===== src/rtl/nonogram_line_scheduler_pkg.sv =====
// Shared constants, scheduler state encoding and slot mapping for the nonogram line scheduler.
package nonogram_pkg;

  localparam int unsigned MAX_SIZE  = 11;
  localparam int unsigned OPT_W     = 16;
  localparam int unsigned CNT_W     = 7;
  localparam int unsigned NUM_SLOTS = 2 * MAX_SIZE;
  localparam int unsigned IDX_W     = $clog2(NUM_SLOTS);

  typedef enum logic [3:0] {
    StIdle,
    StHdr,
    StIssue,
    StWait,
    StPush,
    StNext,
    StSolved,
    StStuck,
    StContra
  } sched_state_e;

  // Rows occupy slots 0..MAX_SIZE-1, columns MAX_SIZE..2*MAX_SIZE-1.
  function automatic logic [IDX_W-1:0] slot_of(input logic is_col, input logic [IDX_W-1:0] idx);
    return is_col ? (idx + IDX_W'(MAX_SIZE)) : idx;
  endfunction

endpackage


===== src/rtl/nonogram_line_scheduler_if.sv =====
// Option FIFO and line-solver handshake bundle; master is the scheduler side.
interface nonogram_line_scheduler_if;
  import nonogram_pkg::*;

  logic             fifo_empty;
  logic [OPT_W-1:0] fifo_dout;
  logic             fifo_rd;
  logic             fifo_wr;
  logic [OPT_W-1:0] fifo_din;
  logic             sol_valid;
  logic             sol_is_header;
  logic [OPT_W-1:0] sol_data;
  logic             sol_ready;
  logic             res_valid;
  logic             res_keep;

  modport master (
    input  fifo_empty, fifo_dout, sol_ready, res_valid, res_keep,
    output fifo_rd, fifo_wr, fifo_din, sol_valid, sol_is_header, sol_data
  );

  modport slave (
    output fifo_empty, fifo_dout, sol_ready, res_valid, res_keep,
    input  fifo_rd, fifo_wr, fifo_din, sol_valid, sol_is_header, sol_data
  );

endinterface


===== src/rtl/nonogram_line_iter.sv =====
// Active-slot iterator: next slot after line_i, pass wrap flag and first slot of a new pass.
// Build option SKIP_SETTLED_EN: slots whose count is 1 are skipped once skip_i is set.
module nonogram_line_iter
  import nonogram_pkg::*;
(
  input  logic [IDX_W-1:0]     line_i,
  input  logic [3:0]           num_rows_i,
  input  logic [3:0]           num_cols_i,
`ifdef SKIP_SETTLED_EN
  input  logic [NUM_SLOTS-1:0] settled_i,
  input  logic                 skip_i,
`endif
  output logic [NUM_SLOTS-1:0] active_o,
  output logic [IDX_W-1:0]     next_o,
  output logic                 wrap_o,
  output logic [IDX_W-1:0]     first_o
);

  logic [NUM_SLOTS-1:0] elig_next;
  logic [NUM_SLOTS-1:0] elig_first;
  logic                 first_found;

  // Mark row and column slots in use for this grid size.
  always_comb begin : p_active
    active_o = '0;
    for (int i = 0; i < int'(MAX_SIZE); i++) begin
      active_o[slot_of(1'b0, IDX_W'(i))] = (i < int'(num_rows_i));
      active_o[slot_of(1'b1, IDX_W'(i))] = (i < int'(num_cols_i));
    end
  end

  // Slots eligible as the next visit; a new pass always starts at pass >= 1.
  always_comb begin : p_elig
`ifdef SKIP_SETTLED_EN
    elig_next  = active_o & ~(settled_i & {NUM_SLOTS{skip_i}});
    elig_first = active_o & ~settled_i;
`else
    elig_next  = active_o;
    elig_first = active_o;
`endif
  end

  // Priority search for the next eligible slot above line_i and the lowest eligible slot.
  always_comb begin : p_search
    next_o      = '0;
    wrap_o      = 1'b1;
    first_o     = '0;
    first_found = 1'b0;
    for (int s = 0; s < int'(NUM_SLOTS); s++) begin
      if (wrap_o && (s > int'(line_i)) && elig_next[s]) begin
        wrap_o = 1'b0;
        next_o = IDX_W'(s);
      end
      if (!first_found && elig_first[s]) begin
        first_found = 1'b1;
        first_o     = IDX_W'(s);
      end
    end
  end

endmodule


===== src/rtl/nonogram_line_scheduler.sv =====
// Nonogram line scheduler: walks active row/column slots, streams each line's options from the
// shared FIFO through the solver, re-queues kept options and tracks per-slot option counts until
// the puzzle is solved, stuck or contradictory.
// Build option SKIP_SETTLED_EN: from pass 1 on, slots with a single option are not revisited.
module nonogram_line_scheduler
  import nonogram_pkg::*;
(
  input  logic                            clk_i,
  input  logic                            rst_ni,
  input  logic                            start_i,
  input  logic [3:0]                      num_rows_i,
  input  logic [3:0]                      num_cols_i,
  input  logic                            cnt_wr_en_i,
  input  logic [IDX_W-1:0]                cnt_wr_idx_i,
  input  logic [CNT_W-1:0]                cnt_wr_val_i,
  nonogram_line_scheduler_if.master       bus_io,
  output logic [NUM_SLOTS-1:0][CNT_W-1:0] old_options_amnt_o,
  output logic [7:0]                      pass_cnt_o,
  output logic                            busy_o,
  output logic                            solved_o,
  output logic                            stuck_o,
  output logic                            contradiction_o
);

  sched_state_e                  state_q, state_d;
  logic [IDX_W-1:0]              line_q, line_d;
  logic [CNT_W-1:0]              kept_q, kept_d;
  logic [CNT_W-1:0]              opt_k_q, opt_k_d;
  logic                          changed_q, changed_d;
  logic [OPT_W-1:0]              hold_q, hold_d;
  logic [NUM_SLOTS-1:0][CNT_W-1:0] cnt_q, cnt_d;
  logic [7:0]                    pass_q, pass_d;
  logic                          solved_q, solved_d;
  logic                          stuck_q, stuck_d;
  logic                          contra_q, contra_d;

  logic [NUM_SLOTS-1:0] active;
  logic [NUM_SLOTS-1:0] settled;
  logic                 all_one;
  logic [IDX_W-1:0]     next_line;
  logic [IDX_W-1:0]     first_line;
  logic                 wrap;
  logic [CNT_W-1:0]     cur_cnt;
  logic [CNT_W-1:0]     kept_nxt;
  logic [CNT_W-1:0]     opt_nxt;
  logic                 line_step;
  logic                 eol;

  nonogram_line_iter u_iter (
    .line_i     (line_q),
    .num_rows_i (num_rows_i),
    .num_cols_i (num_cols_i),
`ifdef SKIP_SETTLED_EN
    .settled_i  (settled),
    .skip_i     (pass_q != 8'd0),
`endif
    .active_o   (active),
    .next_o     (next_line),
    .wrap_o     (wrap),
    .first_o    (first_line)
  );

  // Settled slots and the solved test over the active slots.
  always_comb begin : p_settled
    for (int s = 0; s < int'(NUM_SLOTS); s++) begin
      settled[s] = (cnt_q[s] == CNT_W'(1));
    end
    all_one = &(settled | ~active);
  end

  // Per-option bookkeeping: a dropped verdict or a push both finish one option of the line.
  always_comb begin : p_step
    cur_cnt   = cnt_q[line_q];
    kept_nxt  = (state_q == StPush) ? kept_q + CNT_W'(1) : kept_q;
    opt_nxt   = opt_k_q + CNT_W'(1);
    line_step = (state_q == StPush) ||
                ((state_q == StWait) && bus_io.res_valid && !bus_io.res_keep);
    eol       = (opt_nxt == cur_cnt);
  end

  // State and datapath registers.
  always_ff @(posedge clk_i or negedge rst_ni) begin : p_state_reg
    if (!rst_ni) begin
      state_q   <= StIdle;
      line_q    <= '0;
      kept_q    <= '0;
      opt_k_q   <= '0;
      changed_q <= 1'b0;
      hold_q    <= '0;
      cnt_q     <= '0;
      pass_q    <= '0;
      solved_q  <= 1'b0;
      stuck_q   <= 1'b0;
      contra_q  <= 1'b0;
    end else begin
      state_q   <= state_d;
      line_q    <= line_d;
      kept_q    <= kept_d;
      opt_k_q   <= opt_k_d;
      changed_q <= changed_d;
      hold_q    <= hold_d;
      cnt_q     <= cnt_d;
      pass_q    <= pass_d;
      solved_q  <= solved_d;
      stuck_q   <= stuck_d;
      contra_q  <= contra_d;
    end
  end

  // Next-state and datapath update.
  always_comb begin : p_next
    state_d   = state_q;
    line_d    = line_q;
    kept_d    = kept_q;
    opt_k_d   = opt_k_q;
    changed_d = changed_q;
    hold_d    = hold_q;
    cnt_d     = cnt_q;
    pass_d    = pass_q;
    solved_d  = solved_q;
    stuck_d   = stuck_q;
    contra_d  = contra_q;

    unique case (state_q)
      StIdle, StSolved, StStuck, StContra: begin
        // The count write lands in the same cycle; HDR reads it one cycle later.
        if (cnt_wr_en_i && (cnt_wr_idx_i < IDX_W'(NUM_SLOTS))) begin
          cnt_d[cnt_wr_idx_i] = cnt_wr_val_i;
        end
        if (start_i) begin
          solved_d  = 1'b0;
          stuck_d   = 1'b0;
          contra_d  = 1'b0;
          pass_d    = '0;
          changed_d = 1'b0;
          kept_d    = '0;
          line_d    = '0;
          state_d   = StHdr;
        end
      end
      StHdr: begin
        if (cur_cnt == '0) begin
          contra_d = 1'b1;
          state_d  = StContra;
        end else if (bus_io.sol_ready) begin
          kept_d  = '0;
          opt_k_d = '0;
          state_d = StIssue;
        end
      end
      StIssue: begin
        if (!bus_io.fifo_empty && bus_io.sol_ready) begin
          hold_d  = bus_io.fifo_dout;
          state_d = StWait;
        end
      end
      StWait: begin
        if (bus_io.res_valid) begin
          if (bus_io.res_keep) begin
            state_d = StPush;
          end else begin
            opt_k_d = opt_nxt;
            state_d = StIssue;
          end
        end
      end
      StPush: begin
        kept_d  = kept_nxt;
        opt_k_d = opt_nxt;
        state_d = StIssue;
      end
      StNext: begin
        if (!wrap) begin
          line_d  = next_line;
          state_d = StHdr;
        end else begin
          pass_d = (pass_q == 8'hFF) ? pass_q : pass_q + 8'd1;
          if (all_one) begin
            solved_d = 1'b1;
            state_d  = StSolved;
          end else if (!changed_q) begin
            stuck_d = 1'b1;
            state_d = StStuck;
          end else begin
            changed_d = 1'b0;
            line_d    = first_line;
            state_d   = StHdr;
          end
        end
      end
      default: state_d = StIdle;
    endcase

    // Last option of the line: commit the surviving count.
    if (line_step && eol) begin
      cnt_d[line_q] = kept_nxt;
      if (kept_nxt != cur_cnt) changed_d = 1'b1;
      if (kept_nxt == '0) begin
        contra_d = 1'b1;
        state_d  = StContra;
      end else begin
        state_d = StNext;
      end
    end
  end

  // Handshake outputs decoded from the current state.
  always_comb begin : p_out
    bus_io.sol_valid     = 1'b0;
    bus_io.sol_is_header = 1'b0;
    bus_io.sol_data      = '0;
    bus_io.fifo_rd       = 1'b0;
    bus_io.fifo_wr       = 1'b0;
    bus_io.fifo_din      = '0;
    unique case (state_q)
      StHdr: begin
        if (cur_cnt != '0) begin
          bus_io.sol_valid     = 1'b1;
          bus_io.sol_is_header = 1'b1;
          bus_io.sol_data      = OPT_W'(line_q);
        end
      end
      StIssue: begin
        bus_io.sol_valid = !bus_io.fifo_empty;
        bus_io.sol_data  = bus_io.fifo_dout;
        bus_io.fifo_rd   = !bus_io.fifo_empty && bus_io.sol_ready;
      end
      StPush: begin
        bus_io.fifo_wr  = 1'b1;
        bus_io.fifo_din = hold_q;
      end
      default: ;
    endcase
  end

  assign old_options_amnt_o = cnt_q;
  assign pass_cnt_o         = pass_q;
  assign busy_o             = (state_q == StHdr) || (state_q == StIssue) || (state_q == StWait) ||
                              (state_q == StPush) || (state_q == StNext);
  assign solved_o           = solved_q;
  assign stuck_o            = stuck_q;
  assign contradiction_o    = contra_q;

endmodule


===== src/flat_wrapper.sv =====
// flat-port wrapper written by rule: the top's interface ports become plain ports
module nonogram_line_scheduler_flat import nonogram_pkg::*;
  (clk_i, rst_ni, start_i, num_rows_i, num_cols_i, cnt_wr_en_i, cnt_wr_idx_i, cnt_wr_val_i, old_options_amnt_o, pass_cnt_o, busy_o, solved_o, stuck_o, contradiction_o, bus_io_fifo_empty, bus_io_fifo_dout, bus_io_sol_ready, bus_io_res_valid, bus_io_res_keep, bus_io_fifo_rd, bus_io_fifo_wr, bus_io_fifo_din, bus_io_sol_valid, bus_io_sol_is_header, bus_io_sol_data);
  nonogram_line_scheduler_if bus_io_i ();
  input  logic clk_i;
  input  logic rst_ni;
  input  logic start_i;
  input  logic [3:0] num_rows_i;
  input  logic [3:0] num_cols_i;
  input  logic cnt_wr_en_i;
  input  logic [IDX_W-1:0] cnt_wr_idx_i;
  input  logic [CNT_W-1:0] cnt_wr_val_i;
  output logic [NUM_SLOTS-1:0][CNT_W-1:0] old_options_amnt_o;
  output logic [7:0] pass_cnt_o;
  output logic busy_o;
  output logic solved_o;
  output logic stuck_o;
  output logic contradiction_o;
  input wire logic [$bits(bus_io_i.fifo_empty)-1:0] bus_io_fifo_empty;
  input wire logic [$bits(bus_io_i.fifo_dout)-1:0] bus_io_fifo_dout;
  input wire logic [$bits(bus_io_i.sol_ready)-1:0] bus_io_sol_ready;
  input wire logic [$bits(bus_io_i.res_valid)-1:0] bus_io_res_valid;
  input wire logic [$bits(bus_io_i.res_keep)-1:0] bus_io_res_keep;
  output wire logic [$bits(bus_io_i.fifo_rd)-1:0] bus_io_fifo_rd;
  output wire logic [$bits(bus_io_i.fifo_wr)-1:0] bus_io_fifo_wr;
  output wire logic [$bits(bus_io_i.fifo_din)-1:0] bus_io_fifo_din;
  output wire logic [$bits(bus_io_i.sol_valid)-1:0] bus_io_sol_valid;
  output wire logic [$bits(bus_io_i.sol_is_header)-1:0] bus_io_sol_is_header;
  output wire logic [$bits(bus_io_i.sol_data)-1:0] bus_io_sol_data;
  assign bus_io_i.fifo_empty = bus_io_fifo_empty;
  assign bus_io_i.fifo_dout = bus_io_fifo_dout;
  assign bus_io_i.sol_ready = bus_io_sol_ready;
  assign bus_io_i.res_valid = bus_io_res_valid;
  assign bus_io_i.res_keep = bus_io_res_keep;
  assign bus_io_fifo_rd = bus_io_i.fifo_rd;
  assign bus_io_fifo_wr = bus_io_i.fifo_wr;
  assign bus_io_fifo_din = bus_io_i.fifo_din;
  assign bus_io_sol_valid = bus_io_i.sol_valid;
  assign bus_io_sol_is_header = bus_io_i.sol_is_header;
  assign bus_io_sol_data = bus_io_i.sol_data;
  nonogram_line_scheduler u_core (.clk_i(clk_i), .rst_ni(rst_ni), .start_i(start_i), .num_rows_i(num_rows_i), .num_cols_i(num_cols_i), .cnt_wr_en_i(cnt_wr_en_i), .cnt_wr_idx_i(cnt_wr_idx_i), .cnt_wr_val_i(cnt_wr_val_i), .bus_io(bus_io_i), .old_options_amnt_o(old_options_amnt_o), .pass_cnt_o(pass_cnt_o), .busy_o(busy_o), .solved_o(solved_o), .stuck_o(stuck_o), .contradiction_o(contradiction_o));
endmodule

===== config.mk =====
export PLATFORM = sky130hd
export DESIGN_NAME = nonogram_line_scheduler_flat
export DESIGN_NICKNAME = d
export VERILOG_FILES = /design/src/rtl/nonogram_line_scheduler_pkg.sv /design/src/rtl/nonogram_line_scheduler_if.sv /design/src/rtl/nonogram_line_iter.sv /design/src/rtl/nonogram_line_scheduler.sv /design/src/flat_wrapper.sv
export SDC_FILE = /design/constraint.sdc
export NUM_CORES = 1
export LEC_CHECK = 0
export BUFFER_PORTS_ARGS = -buffer_cell sky130_fd_sc_hd__clkbuf_2
export CAP_MARGIN = 5
export CORE_ASPECT_RATIO = 0.5
export CORE_MARGIN = 8
export CORE_UTILIZATION = 57
export DETAILED_ROUTE_END_ITERATION = 8
export PLACE_DENSITY = 0.91
export SLEW_MARGIN = 10
export SYNTH_ARGS = -nofsm -noshare
export SYNTH_HDL_FRONTEND = slang
export SYNTH_SLANG_ARGS = --single-unit

===== constraint.sdc =====
create_clock -name clk_i -period 3.5 [get_ports clk_i]
set_input_delay 0.35 -clock clk_i [delete_from_list [all_inputs] [get_ports clk_i]]
set_output_delay 0.35 -clock clk_i [all_outputs]
set_load 0.02 [all_outputs]

After elaboration in Yosys (flattened, before gate mapping)
Index checks and enable logic that the tools add are counted.

storage, ports and cells
  output and inout bits = 202
  bits of input ports = 44
  bits in registers = 205

operators by class
  muxes and demuxes = 151
  bitwise gates (word level) = 2
  order comparisons = 48
  equal/unequal tests = 49
  reduce and logical (&&, ||, !) cells = 114
  add/sub/neg operators = 3

operator list
  kind                  number
  $mux W154             3
  $bwmux W154           2
  $mux W5               44
  $eq A7 B1 Y1 const B  22
  $demux W7 S5          2
  $logic_and A1 B1 Y1   69
  $mux W1               63
  $mux W7               9
  $pmux W7 S3           2
  $gt A4 B5 Y1 const A  8
  $mux W4               9
  $bmux W7 S5           1
  $lt A3 B4 Y1 const A  8
  $pmux W16 S2          1
  $gt A5 B5 Y1 const A  6
  $lt A4 B4 Y1 const A  6
  $mux W8               3
  $pmux W4 S6           1
  $logic_not A1 Y1      23
  $not A22 Y22          1
  $or A22 B22 Y22       1
  $reduce_and A22 Y1    1
  $gt A3 B5 Y1 const A  4
  $reduce_and A4 Y1     5
  other kinds (37)      73

Longest topological paths before layout
  depth after elaboration = 69
  gate-level depth with buffers = 14
  mapped depth without buffers = 10

Modules after synthesis
From an unflattened synthesis, not the netlist that was laid out.

second synthesis, totals
  cell total of the unflattened synthesis = 1,329
  area, all modules = 13,644.3 um^2

by module, submodules not included
  module                   times used  cells each  area an instance (um^2)  sequential area each (um^2)
  nonogram_line_scheduler  1           1,186       12,723.5                 5,129.9
  nonogram_line_iter       1           143         920.9                    0.0

Worst setup path after synthesis
Ideal clock, no wire load.

  path type = flip-flop to flip-flop
  start point = register u_core.cnt_q (netlist bit u_core.old_options_amnt_o[134])
  end point = register u_core.cnt_q (netlist bit u_core.old_options_amnt_o[1])
  required time = 3,418 ps
  cell stages (with the launch flop) = 9
  data arrival time = 3,124 ps
  path buffers = 0
  setup slack = 294 ps
  period minus slack after synthesis = 3,206 ps
  cells stage by stage = dfrtp_1 -> mux4_2 -> and2_0 -> a221o_1 -> or4_4 -> a211oi_4 -> o2111ai_4 -> nor3_4 -> mux2i_1

RTL lines
  what                    line                            source
  start, declared         nonogram_line_scheduler.sv:31   logic [NUM_SLOTS-1:0][CNT_W-1:0] cnt_q, cnt_d;
  start signal, assigned  nonogram_line_scheduler.sv:102  cnt_q <= cnt_d;

Final worst setup path
  start point = register u_core.line_q[0]
  end point = output bus_io_sol_data[2]

between the ends
  longest elaborated chain between the ends = 5

ends and longest elaborated chain
  what                           line                            source
  start, declared                nonogram_line_scheduler.sv:26   logic [IDX_W-1:0] line_q, line_d;
  start signal, assigned         nonogram_line_scheduler.sv:97   line_q <= line_d;
  $bmux W7 S5                    nonogram_line_scheduler.sv:73   cur_cnt = cnt_q[line_q];
  $mux W7 (implied by the code)  nonogram_line_scheduler.sv:73
  $reduce_bool A7 Y1             nonogram_line_scheduler.sv:217  if (cur_cnt != '0) begin
  $mux W5                        nonogram_line_scheduler.sv:217
  $pmux W16 S2                   nonogram_line_scheduler.sv:215  unique case (state_q)
  end, declared                  flat_wrapper.sv:29              output wire logic [$bits(bus_io_i.sol_data)-1:0] bus_io_sol_data;

Every way passes these cells. The select of a mux whose other input is x is not followed.

==> qor.txt <==
Status -> complete, but fails checks
Failing checks -> setup timing
Largest family of logic cells by synthesized area -> multiplexers
Most frequent cell after synthesis -> mux2i_1
CTS max path bufs -> 3
Fraction of layout cells with a size suffix above 1 -> 32.01%
Crit. Startpoint -> u_core.line_q[0]
Pre-antenna DRT Iters -> 6
Crit Path Class -> register to output port
Met1 GRT Util -> 49.34%
Fin crit share -> 107.5%
Max FO, Critical Path -> 8
Data required time at the worst endpoint -> 3.15 ns
Via count -> 13.74k
FF+latch count, synth -> 205
Met3 usage -> 14.42%
Most used routing layer -> met2
WL final -> 57170 um
Final Power -> 11.75 mW
Worst-path clk slew -> 0.07 ns
Yosys warns -> 0
Worst slew pin tran -> 1.151 ns
Placed inst area -> 0.01608 sq mm
Area contributors post-synth -> dfrtp_1 38%, mux2i_1 26%, nand2_1 2.9%, mux4_2 2.5%, and2_1 1.9%
Sequential fraction of the synthesis area -> 38.02%
H-tree Lvls -> 1
Fraction of the mapped netlist area in adder cells -> 0.3710%
Total power density per cell area -> 679.3 mW/mm^2
Initial antenna violation count -> 2
Maximum vdd ir drop -> 0.0006312 V
Core Area -> 0.02303 sq mm
Syn Area/Cell -> 10.28 sq um
First-pass GRT wire length -> 85450 um
Crit path time final -> 3.764 ns
Type of the most critical hold path -> primary input to register
Met2 Usage GRT -> 55.51%
Startpoint types -> register
Total CTS buffers -> 20
PortBufs -> 245
Post-DR wirelength/cell -> 28.99 um
Synth Area in Compound Gates -> 10.79%
Largest net degree at the start of global routing -> 87
Initial core utilization -> 58.58%
Clock root cell -> clkbuf_16
RSZ-0062 raised after global routing -> true
Max_slew headroom -> 22.63%
CTS tree -> done
Clock latency on the worst-skew pair -> 0.55 ns
Max Cap Viol -> 0
Post-Syn Nets -> 1360
Endpoints failing setup -> 116
Number of global-route vias before repair -> 13.58k
Static Leakage -> 8.452 nW
Area Growth Syn to Fin -> 28.20%
CP endpoint -> bus_io_sol_data[2]
F_max -> 265.7 MHz
Top cells by count, synth -> 352 x mux2i_1, 205 x dfrtp_1, 105 x nand2_1, 64 x clkbuf_1, 53 x nor2_1
Layout Skew -> 0.04131 ns
Layout net count -> 1697
Residual DRC -> 0
Post-Synth XOR/XNOR Area -> 1.039%
Ports -> 246
Gr ovfl total -> 0
Worst EP arrival -> 3.41 ns
Dpl hpwl -> 41570 um
Number of enable flip-flop cells after synthesis -> 0
Post-synth ARST share -> 100.0%
DR iter-0 viols -> 2226
TritonCTS Sinks -> 205
Synth Cell Area -> 0.01349 sq mm
Die area -> 0.02915 sq mm
Chip width -> 233.6 um
Final instance area -> 0.01730 sq mm
GP Congestion -> 1.138
GR Util All Layers -> 37.86%
Final hold slack -> 0.04092 ns
Final Max Tran Viols -> 0
Mux cell area share after synthesis -> 28.95%
Mapped Cells -> 1312
Post-synth top area share -> 38.02%
Worst setup EP type -> output port
Number of distinct library cells after synthesis -> 84
Reg2reg setup slack -> -0.13 ns
R2R cell count -> 12
Simple-Gate Fraction of Synth Area -> 17.05%
Sum Neg Setup Slack -> -7.208 ns
Fin util -> 75.10%
Ys flop type -> dfrtp_1
Vias per inst -> 6.968
Origin of the critical flop-to-flop path -> u_core.line_q[0]
Yosys top cell by area -> dfrtp_1
Final Hold Viols -> 0
Antenna viol nets, final -> 0
Worst r2r dst -> u_core.old_options_amnt_o[100]
Final Worst Setup Slack -> -0.2641 ns
# rows -> 39
Die Y-Extent -> 124.8 um
-- critical path, cell delays in order (launching register included) --
cell	delay (ns)
dfrtp_4	0.51
buf_6	0.14
mux4_2	0.44
a222oi_1	0.46
buf_4	0.22
o211ai_1	0.20
nor4b_4	0.27
buf_4	0.16
a21boi_4	0.08
a22o_1	0.23
clkbuf_8	0.15
-- registers in the layout (all words and copies together) (netlist names) --
name,flops
u_core.stuck_o,1
u_core.solved_o,1
u_core.changed_q,1
u_core.opt_k_q,7
u_core.hold_q,16
u_core.contradiction_o,1
u_core.kept_q,7
u_core.old_options_amnt_o,154
u_core.pass_cnt_o,8
u_core.line_q,5
u_core.state_q,4
-- layer usage --
metal / share of wire [%] / vias to the layer above
li1: - / 5623
met1: 38 / 6684
met2: 43 / 1179
met3: 15 / 252
met4: 4.7 / 2
met5: 0.040 / -
-- how the worst min path moves through the flow --
stage,startpoint,end,slack (ns),cells past startpoint
CTS,bus_io_fifo_dout[6],u_core.hold_q[6],0.03,3
finish,bus_io_fifo_dout[6],u_core.hold_q[6],0.04,3
global route,bus_io_fifo_dout[12],u_core.hold_q[12],0.03,3
floorplan,rst_ni,u_core.changed_q,0.05,0
detailed placement,u_core.hold_q[6],u_core.hold_q[6],0.45,2
global placement,rst_ni,u_core.old_options_amnt_o[133],0.44,1
-- layout by cell type (no fill, tap or decap), types with 9 or more instances in the layout --
cell type,Yosys,layout
clkbuf_2,0,239
buf_12,0,17
or3_1,9,9
mux2i_2,0,9
nor4_1,32,29
nand4_1,10,10
nor3_1,19,17
a31oi_1,19,18
clkbuf_16,0,20
mux2i_1,352,341
o21ai_0,27,27
o211ai_1,14,14
inv_1,26,26
nor2_1,53,53
a22oi_1,18,13
nand2_1,105,103
dfrtp_1,205,203
buf_4,5,136
nand4_4,7,9
a21oi_1,39,38
mux4_2,15,15
nand3_1,48,46
and2_1,40,38
-- layout make-up --
cell class | instances | area [sq um]
clock inverters | 9 | 163.9
multi-input cells | 989 | 8207
flip-flops and latches | 205 | 5135
fillers | 1573 | 5736
clock buffers | 26 | 553.0
diodes | 3 | 7.507
repair buffers | 405 | 2741
inverters | 28 | 105.1
well taps | 307 | 384.1
-- repair_timing --
action	4_1_cts	5_1_grt
pin swaps	19	16
setup endpoints to repair	132	185
resized for setup	31	40
endpoints found under the hold margin	83	0
hold buffers	1	0
buffers inserted	9	6
gates cloned	1	0
-- report_power, final --
group	leakage, nW	total, mW	switching [mW]	internal, mW
registers	2.75	3.85	0.859	2.99
logic	5.35	5.47	3.30	2.16
clock network	0.351	2.43	1.01	1.42
-- logic make-up after synthesis --
family / Yosys count
multiplexers: 371
buffers and inverters: 118
AND/OR/NAND/NOR: 393
adder cells (fa/ha/maj): 4
flip-flops: 205
AO/OA/AOI/OAI: 205
XOR/XNOR: 16
-- through the flow --
| stage | std cells | setup slack [ns] |
|---|---|---|
| 6_report | 1972 | -0.2641 |
| 2_1_floorplan | 1312 | 0.2937 |
| 3_3_place_gp | 1917 | -0.09685 |
| 5_1_grt | 1971 | -0.2962 |
| 4_1_cts | 1963 | -0.1936 |
| 3_5_place_dp | 1917 | -0.1765 |
No activity file was read; power rests on OpenSTA's default activity.
